File: src/rtl/reset_release_sequencer_if.sv
// Signal bundle between a reset_release_sequencer and its surroundings.
// The master side (board logic / testbench) drives the lock indication and
// the software request; the slave side (the sequencer) drives the reset
// bank and its status.
//
// Signalling: there is no valid/ready handshake on this bundle. pll_locked
// is a level that is sampled on every rising clk edge. soft_reset_req is a
// single-cycle pulse that acts on the edge that samples it. stage_reset,
// seq_done and seq_state are registered levels, valid on every cycle.
interface reset_release_sequencer_if #(
    parameter int NUM_STAGES = 4
);
    logic                  pll_locked;
    logic                  soft_reset_req;
    logic [NUM_STAGES-1:0] stage_reset;
    logic                  seq_done;
    logic [1:0]            seq_state;

    modport master (
        output pll_locked,
        output soft_reset_req,
        input  stage_reset,
        input  seq_done,
        input  seq_state
    );

    modport slave (
        input  pll_locked,
        input  soft_reset_req,
        output stage_reset,
        output seq_done,
        output seq_state
    );
endinterface

File: src/rtl/reset_release_sequencer.sv
// Reset release sequencer in the clk domain.
// Keeps every stage_reset bit asserted until pll_locked has been high for
// LOCK_FILTER consecutive edges and a further HOLD_CYCLES edges have passed,
// then releases the bits one by one (bit 0 first), STAGE_GAP edges apart.
// Lock loss drops back to WAIT_LOCK; a software request restarts from HOLD.
// Every output is a flop, so nothing combinational reaches the reset bank.
module reset_release_sequencer #(
    parameter int NUM_STAGES  = 4,
    parameter int LOCK_FILTER = 4,
    parameter int HOLD_CYCLES = 16,
    parameter int STAGE_GAP   = 8
) (
    input  logic                        clk,
    input  logic                        async_reset,
    reset_release_sequencer_if.slave    bus
);

    // Counter widths: just wide enough to reach PARAM-1, never below 1 bit.
    localparam int LW = (LOCK_FILTER > 1) ? $clog2(LOCK_FILTER) : 1;
    localparam int HW = (HOLD_CYCLES > 1) ? $clog2(HOLD_CYCLES) : 1;
    localparam int GW = (STAGE_GAP   > 1) ? $clog2(STAGE_GAP)   : 1;
    localparam int IW = (NUM_STAGES  > 1) ? $clog2(NUM_STAGES)  : 1;

    localparam logic [LW-1:0] LOCK_LAST = LW'(LOCK_FILTER - 1);
    localparam logic [HW-1:0] HOLD_LAST = HW'(HOLD_CYCLES - 1);
    localparam logic [GW-1:0] GAP_LAST  = GW'(STAGE_GAP - 1);
    localparam logic [IW-1:0] LAST_IDX  = IW'(NUM_STAGES - 1);
    localparam logic [IW-1:0] FIRST_GAP_IDX = IW'(1);

    localparam logic [NUM_STAGES-1:0] ALL_ASSERTED = {NUM_STAGES{1'b1}};
    localparam logic [NUM_STAGES-1:0] BIT0         = NUM_STAGES'(1);

    // Reject nonsensical parameterisations while elaborating.
    if (NUM_STAGES < 1 || LOCK_FILTER < 1 || HOLD_CYCLES < 1 || STAGE_GAP < 1) begin : g_param_check
        $error("reset_release_sequencer: all parameters must be >= 1");
    end

    typedef enum logic [1:0] {
        WAIT_LOCK = 2'd0,
        HOLD      = 2'd1,
        RELEASE   = 2'd2,
        DONE      = 2'd3
    } state_t;

    state_t                state_q,    state_d;
    logic [LW-1:0]         lock_cnt_q, lock_cnt_d;
    logic [HW-1:0]         hold_cnt_q, hold_cnt_d;
    logic [GW-1:0]         gap_cnt_q,  gap_cnt_d;
    logic [IW-1:0]         rel_idx_q,  rel_idx_d;   // next bit to release
    logic [NUM_STAGES-1:0] stage_q,    stage_d;
    logic                  done_q,     done_d;

    // State, counters and the output bank; reset forces the fully-held state.
    always_ff @(posedge clk or posedge async_reset) begin
        if (async_reset) begin
            state_q    <= WAIT_LOCK;
            lock_cnt_q <= '0;
            hold_cnt_q <= '0;
            gap_cnt_q  <= '0;
            rel_idx_q  <= '0;
            stage_q    <= ALL_ASSERTED;
            done_q     <= 1'b0;
        end else begin
            state_q    <= state_d;
            lock_cnt_q <= lock_cnt_d;
            hold_cnt_q <= hold_cnt_d;
            gap_cnt_q  <= gap_cnt_d;
            rel_idx_q  <= rel_idx_d;
            stage_q    <= stage_d;
            done_q     <= done_d;
        end
    end

    // Next-state logic: normal progression first, aborts override it last.
    always_comb begin
        state_d    = state_q;
        lock_cnt_d = lock_cnt_q;
        hold_cnt_d = hold_cnt_q;
        gap_cnt_d  = gap_cnt_q;
        rel_idx_d  = rel_idx_q;
        stage_d    = stage_q;
        done_d     = done_q;

        case (state_q)
            WAIT_LOCK: begin
                // Any low sample restarts the filter; soft requests are moot here.
                if (bus.pll_locked) begin
                    if (lock_cnt_q == LOCK_LAST) begin
                        state_d    = HOLD;
                        lock_cnt_d = '0;
                        hold_cnt_d = '0;
                    end else begin
                        lock_cnt_d = lock_cnt_q + LW'(1);
                    end
                end else begin
                    lock_cnt_d = '0;
                end
            end

            HOLD: begin
                hold_cnt_d = hold_cnt_q + HW'(1);
                if (hold_cnt_q == HOLD_LAST) begin
                    // Hold time met: release bit 0 right away.
                    stage_d    = stage_q & ~BIT0;
                    hold_cnt_d = '0;
                    gap_cnt_d  = '0;
                    rel_idx_d  = FIRST_GAP_IDX;
                    if (NUM_STAGES == 1) begin
                        state_d = DONE;
                        done_d  = 1'b1;
                    end else begin
                        state_d = RELEASE;
                    end
                end
            end

            RELEASE: begin
                gap_cnt_d = gap_cnt_q + GW'(1);
                if (gap_cnt_q == GAP_LAST) begin
                    // Release the lowest still-asserted bit.
                    stage_d   = stage_q & ~(BIT0 << rel_idx_q);
                    gap_cnt_d = '0;
                    if (rel_idx_q == LAST_IDX) begin
                        state_d = DONE;
                        done_d  = 1'b1;
                    end else begin
                        rel_idx_d = rel_idx_q + IW'(1);
                    end
                end
            end

            DONE: begin
                // Everything released; outputs stay put until an abort.
            end

            default: begin
                state_d = WAIT_LOCK;
            end
        endcase

        // Aborts outside WAIT_LOCK; lock loss outranks a software request.
        if (state_q != WAIT_LOCK) begin
            if (!bus.pll_locked) begin
                state_d    = WAIT_LOCK;
                lock_cnt_d = '0;
                hold_cnt_d = '0;
                gap_cnt_d  = '0;
                rel_idx_d  = '0;
                stage_d    = ALL_ASSERTED;
                done_d     = 1'b0;
            end else if (bus.soft_reset_req) begin
                // Lock is still good, so skip the filter and re-run the hold.
                state_d    = HOLD;
                hold_cnt_d = '0;
                gap_cnt_d  = '0;
                rel_idx_d  = '0;
                stage_d    = ALL_ASSERTED;
                done_d     = 1'b0;
            end
        end
    end

    assign bus.stage_reset = stage_q;
    assign bus.seq_done    = done_q;
    assign bus.seq_state   = state_q;

endmodule

File: src/flat_wrapper.sv
// flat-port wrapper written by rule: the top's interface ports become plain ports
module reset_release_sequencer_flat 
#(
    parameter int NUM_STAGES  = 4,
    parameter int LOCK_FILTER = 4,
    parameter int HOLD_CYCLES = 16,
    parameter int STAGE_GAP   = 8
)
  (clk, async_reset, bus_pll_locked, bus_soft_reset_req, bus_stage_reset, bus_seq_done, bus_seq_state);
  reset_release_sequencer_if #(.NUM_STAGES(NUM_STAGES)) bus_i ();
  input  logic clk;
  input  logic async_reset;
  input wire logic [$bits(bus_i.pll_locked)-1:0] bus_pll_locked;
  input wire logic [$bits(bus_i.soft_reset_req)-1:0] bus_soft_reset_req;
  output wire logic [$bits(bus_i.stage_reset)-1:0] bus_stage_reset;
  output wire logic [$bits(bus_i.seq_done)-1:0] bus_seq_done;
  output wire logic [$bits(bus_i.seq_state)-1:0] bus_seq_state;
  assign bus_i.pll_locked = bus_pll_locked;
  assign bus_i.soft_reset_req = bus_soft_reset_req;
  assign bus_stage_reset = bus_i.stage_reset;
  assign bus_seq_done = bus_i.seq_done;
  assign bus_seq_state = bus_i.seq_state;
  reset_release_sequencer #(.NUM_STAGES(NUM_STAGES), .LOCK_FILTER(LOCK_FILTER), .HOLD_CYCLES(HOLD_CYCLES), .STAGE_GAP(STAGE_GAP)) u_core (.clk(clk), .async_reset(async_reset), .bus(bus_i));
endmodule
File: config.mk
export PLATFORM = sky130hd
export DESIGN_NAME = reset_release_sequencer_flat
export DESIGN_NICKNAME = d
export VERILOG_FILES = /design/src/rtl/reset_release_sequencer_if.sv /design/src/rtl/reset_release_sequencer.sv /design/src/flat_wrapper.sv
export SDC_FILE = /design/constraint.sdc
export NUM_CORES = 1
export LEC_CHECK = 0
export ABC_AREA = 1
export ABC_CLOCK_PERIOD_IN_PS = 1600
export CORE_ASPECT_RATIO = 0.75
export CORE_MARGIN = 4
export CORE_UTILIZATION = 45
export DETAILED_ROUTE_END_ITERATION = 7
export GPL_TIMING_DRIVEN = 0
export PLACE_DENSITY = 0.66
export SYNTH_ARGS = -nofsm -noshare
export SYNTH_HDL_FRONTEND = slang
export SYNTH_SLANG_ARGS = --single-unit
File: constraint.sdc
create_clock -name clk -period 1.6 [get_ports clk]
set_input_delay 0.32 -clock clk [delete_from_list [all_inputs] [get_ports clk]]
set_output_delay 0.32 -clock clk [all_outputs]
set_load 0.1 [all_outputs]
==> results by group, run 1 <==
Clock tree
  – Clock Tree Root: clkbuf_4
  – Num CTS Buffers: 3
  – Clk sink count: 18
  – Post-CTS setup buffers: 0
  – Latest clock arrival within the worst-skew pair: 300 ps
  – CTS clock-pin slew for the worst setup and hold paths: 100 ps
  – CTS tree: built
  – CTS max path bufs: 2
  – Post-cts resize count: 33
  – H-Tree Level Count: 1
  – Post-CTS Hold Buffers: 0

Flow run
  – Number of max-cap violations: 0

Placement
  – PortBufs: 10
  – GPL Wtd Cong: 0.783
  – Cell count after placement: 154
  – Dpl hpwl: 1.45 mm

Final layout
  – Nets@finish: 149
  – Ratio of cells with drive above 1 in the final layout: 21.6%
  – Area Growth Syn to Fin: 15.8%
  – N_diodes: 0
  – Most common cell after layout, fill and taps aside: nand2_1
  – Filler cells: 202
  – Commonest cells after routing, fill and taps aside: nand2_1 (20), inv_1 (16), nor2_1 (15), dfrtp_1 (12)
  – Non-Filler Instances: 158

Detailed routing
  – Drt initial violations: 21
  – Routed Antenna Nets: 0
  – DR vias/cell: 5.15
  – Drt wl/cell: 12.3 um
  – Routed WL: 1.95 mm
  – Via count: 814
  – Drt first pass iters: 4
  – DRC viols: 0

STA
  – Hold WS: 410 ps
  – Minimum clock period: 1520 ps
  – Tcrit/Tclk final: 95.0%
  – Fmax: 0.658 GHz
  – Final setup TNS: 0 ps
  – Clock skew: 2.84 ps
  – Worst Tran Pin Value: 684 ps
  – Rel. slew slack: 54.3%
  – Final Slew Violations: 0
  – RSZ-0062 raised after global routing: true
  – Setup-failing EPs final: 0
  – Final hold vios: 0

Global route
  – Grt ovf: 0
  – First-pass GRT wire length: 3.44 mm
  – Initial antenna violation count: 0
  – Pin count of the biggest net entering global routing: 19
  – Number of global-route vias before repair: 750
  – Total GRT Usage: 14.0%

Setup path
  – Top cell family by delay on the critical path: buffers and inverters
  – Worst setup path startpoint: u_core.bus.seq_done
  – CP max-delay cell: clkdlybuf4s15_2
  – Worst Reg-to-Reg Cells: 8
  – Worst Setup Start Kind: flip-flop
  – Worst endpoint data arrival time: 1200 ps
  – CP Class: flip-flop to primary output
  – CP Depth: 1
  – CP endpoint kind: primary output
  – CP max stage delay: 550 ps
  – Buffers and inverters on the worst path: 1
  – Critical path cell sequence: clkdlybuf4s15_2
  – CP max FO: 2
  – Worst reg2reg path startpoint: u_core.bus.seq_state[0]
  – Critical Path RT: 1280 ps

Outcome
  – Status: finished clean

Synthesis
  – Gate Count Post-Synth: 120
  – Mapped Area: 1040 um^2
  – Seq/Total Area, Yosys: 43.6%
  – Synth warn: 0
  – Synth Register Bits: 18
  – Post-synthesis net count: 134
  – Avg Cell Area, Syn: 8.70 um^2
  – Yosys cell types: 24

Die
  – Die height: 49.7 um
  – Die Width: 63.6 um
  – Die area: 3160 um^2
  – Initial Util: 49.6%
  – Num rows: 14
  – I/O pin count: 11
  – Total core area: 2100 um^2

Hold path
  – HP Class: primary input to asynchronous set/reset pin
==> flip-flops by register name, indices dropped and copies added (netlist names) <==
signal and count:
u_core.bus.seq_done 1, u_core.rel_idx_q 2, u_core.hold_cnt_q 4, u_core.lock_cnt_q 2, u_core.bus.seq_state 2, u_core.bus.stage_reset 4, u_core.gap_cnt_q 3
==> final timing paths <==
kind	end	slack, ps
worst min register to register	u_core.bus.stage_reset[1]	470
worst max-delay path	bus_seq_done	80
worst max register to register	u_core.hold_cnt_q[0]	100
min in group clk	u_core.bus.stage_reset[1]	470
max in group asynchronous	u_core.bus.seq_state[1]	680
worst min-delay path	u_core.hold_cnt_q[0]	410
==> synth_stat cells <==
| library cell | count | area (um^2) |
|---|---|---|
| o21ai_1 | 1 | 5.00 |
| ha_1 | 10 | 125 |
| inv_2 | 1 | 3.75 |
| a31oi_1 | 4 | 25.0 |
| dfstp_2 | 4 | 105 |
| nor3_2 | 1 | 10.0 |
| clkinv_8 | 1 | 16.3 |
| xor2_1 | 1 | 8.76 |
| o21a_1 | 1 | 7.51 |
| dfrtp_1 | 14 | 350 |
| nand2_1 | 21 | 78.8 |
| o21ai_0 | 5 | 25.0 |
| nand3_1 | 6 | 30.0 |
| a22oi_1 | 5 | 37.5 |
| o211ai_1 | 1 | 7.51 |
| nor2_1 | 15 | 56.3 |
| a211oi_1 | 1 | 7.51 |
| nand4_1 | 2 | 12.5 |
| buf_6 | 1 | 11.3 |
| inv_1 | 17 | 63.8 |
| o211a_1 | 1 | 10.0 |
| a21oi_1 | 4 | 20.0 |
| a21oi_2 | 1 | 8.76 |
| o21ai_2 | 2 | 17.5 |
==> layer usage <==
layer | up-vias | routed length (um) | GRT usage (%)
met2 | 17 | 824 | 19.9
met5 | - | 0 | 0
met1 | 365 | 1020 | 19.4
met4 | 0 | 11 | 2.87
li1 | 430 | - | -
met3 | 2 | 95 | 6.14
==> cells by family (layout without fill, tap and decap cells) <==
logic type               after synthesis  count (layout)  share of synthesized area, %
AND/OR/NAND/NOR                       45              45                          18.0
AO/OA/AOI/OAI                         26              26                          16.4
flip-flops                            18              18                          43.6
XOR/XNOR                               1               1                         0.839
adder cells (fa/ha/maj)               10              10                          12.0
buffers and inverters                 20              34                          9.11
==> cell type report <==
cell class | instances | area, um^2 | share of cell area (%)
Buffer | 1 | 11.3 | 0.932
Clock buffer | 4 | 36.3 | 3.00
Inverter | 19 | 83.8 | 6.94
Multi-Input combinational cell | 82 | 503 | 41.6
Sequential cell | 18 | 463 | 38.3
Tap cell | 24 | 30.0 | 2.48
Timing Repair Buffer | 10 | 81.3 | 6.73
==> per-stage QoR <==
| step | cell area, um^2 | util (%) | worst slack (ps) |
|---|---|---|---|
| 3_3_place_gp | 1180 | 56.3 | -362 |
| 3_5_place_dp | 1180 | 56.3 | -357 |
| 4_1_cts | 1190 | 56.7 | 3.96 |
| 2_1_floorplan | 1050 | - | 5.14 |
| 5_1_grt | 1210 | 57.5 | -12.5 |
| 6_report | 1210 | 57.5 | 80.8 |
Power of run 1 is left out: the tool's default activity adds up to more than one toggle a clock period on the data nets, which glitch-free logic cannot reach.
==> run 2, diff against run 1 <==
--- a/config.mk
+++ b/config.mk
@@ -6,13 +6,15 @@
 export NUM_CORES = 1
 export LEC_CHECK = 0
 export ABC_AREA = 1
-export ABC_CLOCK_PERIOD_IN_PS = 1600
+export ABC_CLOCK_PERIOD_IN_PS = 1290
 export CORE_ASPECT_RATIO = 0.75
 export CORE_MARGIN = 4
 export CORE_UTILIZATION = 45
 export DETAILED_ROUTE_END_ITERATION = 7
 export GPL_TIMING_DRIVEN = 0
-export PLACE_DENSITY = 0.66
+export MAX_ROUTING_LAYER = met4
+export PLACE_DENSITY = 0.68
+export SKIP_LAST_GASP = 1
 export SYNTH_ARGS = -nofsm -noshare
 export SYNTH_HDL_FRONTEND = slang
 export SYNTH_SLANG_ARGS = --single-unit
==> constraint.sdc (replaced) <==
create_clock -name clk -period 1.29 [get_ports clk]
set_input_delay 0.258 -clock clk [delete_from_list [all_inputs] [get_ports clk]]
set_output_delay 0.258 -clock clk [all_outputs]
set_load 0.1 [all_outputs]
==> run 2 against run 1 <==
Effect of this change:
- the run now ends with setup timing left
- sequential cell count did not move
- die area is the same
- first-iteration DRC count is 100% higher
- via count is 25% higher
- critical path type unchanged
- critical endpoint is now bus_seq_state[0]
==> results by group, run 2 (synthesized netlist as in run 1, its figures left out) <==
Die
  – Die area: 3160 um^2
  – I/O pin count: 11
  – Total core area: 2100 um^2
  – Initial Util: 49.6%
  – Num rows: 14
  – Die Width: 63.6 um
  – Die height: 49.7 um

Final layout
  – Most common cell after layout, fill and taps aside: buf_4
  – Commonest cells after routing, fill and taps aside: buf_4 (15), nand2_1 (13), dfrtp_1 (12), inv_1 (10), nor2_1 (10)
  – N_diodes: 0
  – Area Growth Syn to Fin: 62.6%
  – Ratio of cells with drive above 1 in the final layout: 55.2%
  – Fin area: 1700 um^2
  – Nets@finish: 169

STA
  – Final Slew Violations: 0
  – Rel. slew slack: 52.4%
  – Minimum clock period: 1420 ps
  – Fmax: 0.704 GHz
  – Final WS setup: -131 ps
  – Tcrit/Tclk final: 110%
  – Clock skew: 12.3 ps
  – Setup-failing EPs final: 22
  – Final hold vios: 0
  – Worst Tran Pin Value: 713 ps
  – RSZ-0062 raised after global routing: true

Setup path
  – Worst setup path startpoint: u_core.bus.seq_state[0]
  – Worst reg2reg path startpoint: u_core.bus.seq_state[1]
  – Worst Setup Start Kind: flip-flop
  – CP Class: flip-flop to primary output
  – Critical Path RT: 1030 ps
  – CP max FO: 3
  – Worst Reg-to-Reg Cells: 8
  – Reg2reg setup slack: -130 ps
  – CP endpoint kind: primary output
  – Worst r2r dst: u_core.hold_cnt_q[0]
  – Worst endpoint data arrival time: 1160 ps

Global route
  – First-pass GRT wire length: 4.01 mm
  – Initial antenna violation count: 0
  – Pin count of the biggest net entering global routing: 19
  – Grt ovf: 0
  – Number of global-route vias before repair: 874
  – Total GRT Usage: 16.9%

Detailed routing
  – Routed WL: 3.01 mm
  – Via count: 1017
  – Drt initial violations: 43
  – Drt wl/cell: 16.9 um
  – Routed Antenna Nets: 0
  – DR vias/cell: 5.71
  – DRC viols: 0
  – Drt first pass iters: 4

Clock tree
  – Post-CTS Hold Buffers: 0
  – CTS max path bufs: 2
  – Clock Tree Root: clkbuf_4
  – Clk sink count: 18
  – CTS clock-pin slew for the worst setup and hold paths: 120 ps
  – CTS tree: built
  – Num CTS Buffers: 3
  – Latest clock arrival within the worst-skew pair: 310 ps
  – H-Tree Level Count: 1

Placement
  – PortBufs: 10
  – GPL Wtd Cong: 0.833
  – Placed inst area: 1200 um^2
  – Dpl hpwl: 1.50 mm

Outcome
  – Status: finished with violations
  – Failing checks: setup timing

Flow run
  – Number of max-cap violations: 0

Hold path
  – HP Class: primary input to asynchronous set/reset pin
-- run 2: area by class of cell --
cell class,count,area [um^2]
buffer,1,15.0
clock buffer,4,36.3
fill,123,405
inverter,19,98.8
multi-input combinational,82,714
sequential,18,463
tap,24,30.0
timing repair buffer,30,339
-- run 2: how the worst max path moves through the flow --
stage,endpoint,slack (ps),cells after the start
2_1_floorplan,u_core.gap_cnt_q[0],-220,8
3_3_place_gp,bus_stage_reset[3],-610,1
3_5_place_dp,bus_stage_reset[1],-620,1
4_1_cts,u_core.gap_cnt_q[0],-120,8
5_1_grt,u_core.lock_cnt_q[0],-210,7
6_report,bus_seq_state[0],-130,2
-- run 2: stage by stage --
step / util (%) / setup slack [ps] / hold slack (ps) / setup TNS [ps] / cells
final: 80.7 / -131 / 347 / -1680 / 178
after global routing: 80.7 / -207 / 404 / -2690 / 178
after CTS: 68.5 / -119 / 374 / -917 / 170
after detailed placement: 57.1 / -616 / 456 / -6080 / 154
after global placement: 57.1 / -610 / 452 / -5840 / 154
after floorplan: - / -225 / 194 / -2670 / 120
-- run 2: per-layer routing --
metal	wire length, um	GRT usage [%]	vias to the layer above
li1	-	-	469
met1	1270	22.1	509
met2	1520	24.8	37
met3	209	5.45	2
met4	16	5.38	0
met5	0	-	-
-- run 2: worst max-delay path, stage by stage, from the launching register on --
cell and delay (ps):
dfrtp_4 550, buf_12 150, buf_12 150
-- run 2: what timing repair did --
item	in CTS	in global routing
buffers inserted	11	8
gates resized for setup	72	51
pin swaps	6	16
gates cloned	1	0
endpoints found under the setup margin	23	23
Power of run 2 is left out for the same reason.
==> run 3, diff against run 2 <==
--- a/config.mk
+++ b/config.mk
@@ -9,12 +9,13 @@
 export ABC_CLOCK_PERIOD_IN_PS = 1290
 export CORE_ASPECT_RATIO = 0.75
 export CORE_MARGIN = 4
-export CORE_UTILIZATION = 45
+export CORE_UTILIZATION = 49
 export DETAILED_ROUTE_END_ITERATION = 7
 export GPL_TIMING_DRIVEN = 0
 export MAX_ROUTING_LAYER = met4
-export PLACE_DENSITY = 0.68
+export PLACE_DENSITY = 0.73
 export SKIP_LAST_GASP = 1
+export SLEW_MARGIN = 20
 export SYNTH_ARGS = -nofsm -noshare
 export SYNTH_HDL_FRONTEND = slang
 export SYNTH_SLANG_ARGS = --single-unit
==> run 3 against run 2 <==
Effect of this change:
- the run still ends with setup timing left
- first-iteration DRC count shrank 7.0%
- critical path type is now flip-flop to flip-flop
- utilization shrank 1.1 points
- global-route usage grew 4.7 points
- via count grew 1.6%
- final area shrank 5.5%
- clock skew grew 8.8 ps
- fmax shrank 1.5%
- non-clock buffer count is the same
- worst setup slack lost 22 ps
- register-to-register slack lost 20 ps
- hold slack gained 1.6 ps
==> results by group, run 3 (synthesized netlist as in run 1, its figures left out) <==
Global route
  – Grt ovf: 0
  – Number of global-route vias before repair: 958
  – Pin count of the biggest net entering global routing: 19
  – Initial antenna violation count: 0
  – Total GRT Usage: 21.6%
  – First-pass GRT wire length: 4.42 mm

Flow run
  – Number of max-cap violations: 0

Die
  – Num rows: 14
  – I/O pin count: 11
  – Die area: 2940 um^2
  – Total core area: 2010 um^2
  – Die height: 48.0 um
  – Die Width: 61.3 um
  – Initial Util: 51.8%

Final layout
  – Most common cell after layout, fill and taps aside: buf_4
  – Filler cells: 130
  – Multi-input combinational cell area: 661 um^2
  – Area Growth Syn to Fin: 53.6%
  – Ratio of cells with drive above 1 in the final layout: 46.8%
  – Register area: 463 um^2
  – Nets@finish: 169
  – Commonest cells after routing, fill and taps aside: buf_4 (19), nand2_1 (14), nor2_1 (13), dfrtp_1 (12), inv_1 (11)
  – Fin area: 1600 um^2
  – N_diodes: 0
  – Non-Filler Instances: 178

Setup path
  – Worst setup path startpoint: u_core.bus.seq_state[1]
  – Worst Reg-to-Reg Cells: 8
  – Worst setup path endpoint: u_core.gap_cnt_q[0]
  – Worst endpoint data arrival time: 1630 ps
  – Worst Setup Start Kind: flip-flop
  – CP endpoint kind: flip-flop
  – CP max FO: 7
  – Worst reg2reg path startpoint: u_core.bus.seq_state[1]
  – Reg2reg setup slack: -150 ps
  – Worst r2r dst: u_core.gap_cnt_q[0]
  – CP Class: flip-flop to flip-flop
  – Critical Path RT: 1470 ps

STA
  – RSZ-0062 raised after global routing: true
  – Fmax: 0.693 GHz
  – Final Slew Violations: 0
  – Worst Tran Pin Value: 707 ps
  – Tcrit/Tclk final: 112%
  – Final hold vios: 0
  – Setup-failing EPs final: 22
  – Final WS setup: -153 ps
  – Hold WS: 349 ps
  – Final setup TNS: -2120 ps
  – Clock skew: 21.1 ps
  – Minimum clock period: 1440 ps
  – Rel. slew slack: 52.8%

Outcome
  – Failing checks: setup timing
  – Status: finished with violations

Detailed routing
  – Routed Antenna Nets: 0
  – Routed WL: 3.06 mm
  – Drt initial violations: 40
  – DRC viols: 0
  – DR vias/cell: 5.80
  – Drt first pass iters: 4
  – Via count: 1033
  – Drt wl/cell: 17.2 um

Clock tree
  – Clock Tree Root: clkbuf_4
  – Num CTS Buffers: 3
  – CTS tree: built
  – Latest clock arrival within the worst-skew pair: 310 ps
  – CTS max path bufs: 2
  – CTS clock-pin slew for the worst setup and hold paths: 120 ps
  – H-Tree Level Count: 1
  – Clk sink count: 18

Hold path
  – HP Class: primary input to asynchronous set/reset pin

Placement
  – Cell count after placement: 154
  – Placed inst area: 1200 um^2
  – GPL Wtd Cong: 0.844
  – Dpl hpwl: 1.46 mm
  – PortBufs: 10
run 3: changes by cell type in the layout (fill, tap and decap cells not counted), moves of 2 or more:
| cell | change |
|---|---|
| buf_4 | +4 |
| ha_1 | +3 |
| nor2_1 | +3 |
| a22oi_1 | +2 |
| a22oi_2 | -2 |
| buf_6 | -2 |
| ha_4 | -2 |
| nand2_2 | -2 |
| nor2_4 | -2 |
run 3: layout make-up:
type	instances	share of cell area, %
Multi-Input combinational cell	82	41.2
Sequential cell	18	28.9
Timing Repair Buffer	30	19.7
Inverter	19	6.01
Tap cell	24	1.87
Clock buffer	4	1.64
Buffer	1	0.703
run 3: worst max-delay path: stages, from the launching register on:
cell	delay (ps)
dfrtp_4	490
inv_4	60
ha_4	170
inv_4	60
o21a_1	140
buf_6	170
clkinv_8	70
o211ai_1	80
inv_1	60
run 3: metrics by stage:
stage          setup slack [ps]  util, %
3_3_place_gp               -611     59.6
4_1_cts                   -91.5     75.2
6_report                   -153     79.6
2_1_floorplan              -225        -
3_5_place_dp               -609     59.6
5_1_grt                    -220     79.6
run 3: worst min path at each step:
stage	endpoint	slack (ps)	cells after the start
2_1_floorplan	u_core.bus.seq_done	190	1
4_1_cts	u_core.lock_cnt_q[1]	380	2
3_5_place_dp	u_core.bus.stage_reset[1]	460	2
5_1_grt	u_core.rel_idx_q[0]	420	2
6_report	u_core.rel_idx_q[0]	350	2
3_3_place_gp	u_core.bus.stage_reset[1]	450	2
run 3: what timing repair did:
item / in CTS / in global routing
hold endpoints to repair: 0 / 0
pin swaps: 16 / 4
buffers inserted: 17 / 3
gates resized for setup: 85 / 14
hold buffers: 0 / 0
endpoints found under the setup margin: 24 / 23
run 3: metal layers:
metal,part of all wire [%],up-vias,track usage [%]
met4,2.9,0,6.49
li1,-,469,-
met3,6.4,16,5.66
met1,42,498,26.2
met2,49,50,35.4
met5,0,-,-
Power of run 3 is left out for the same reason.
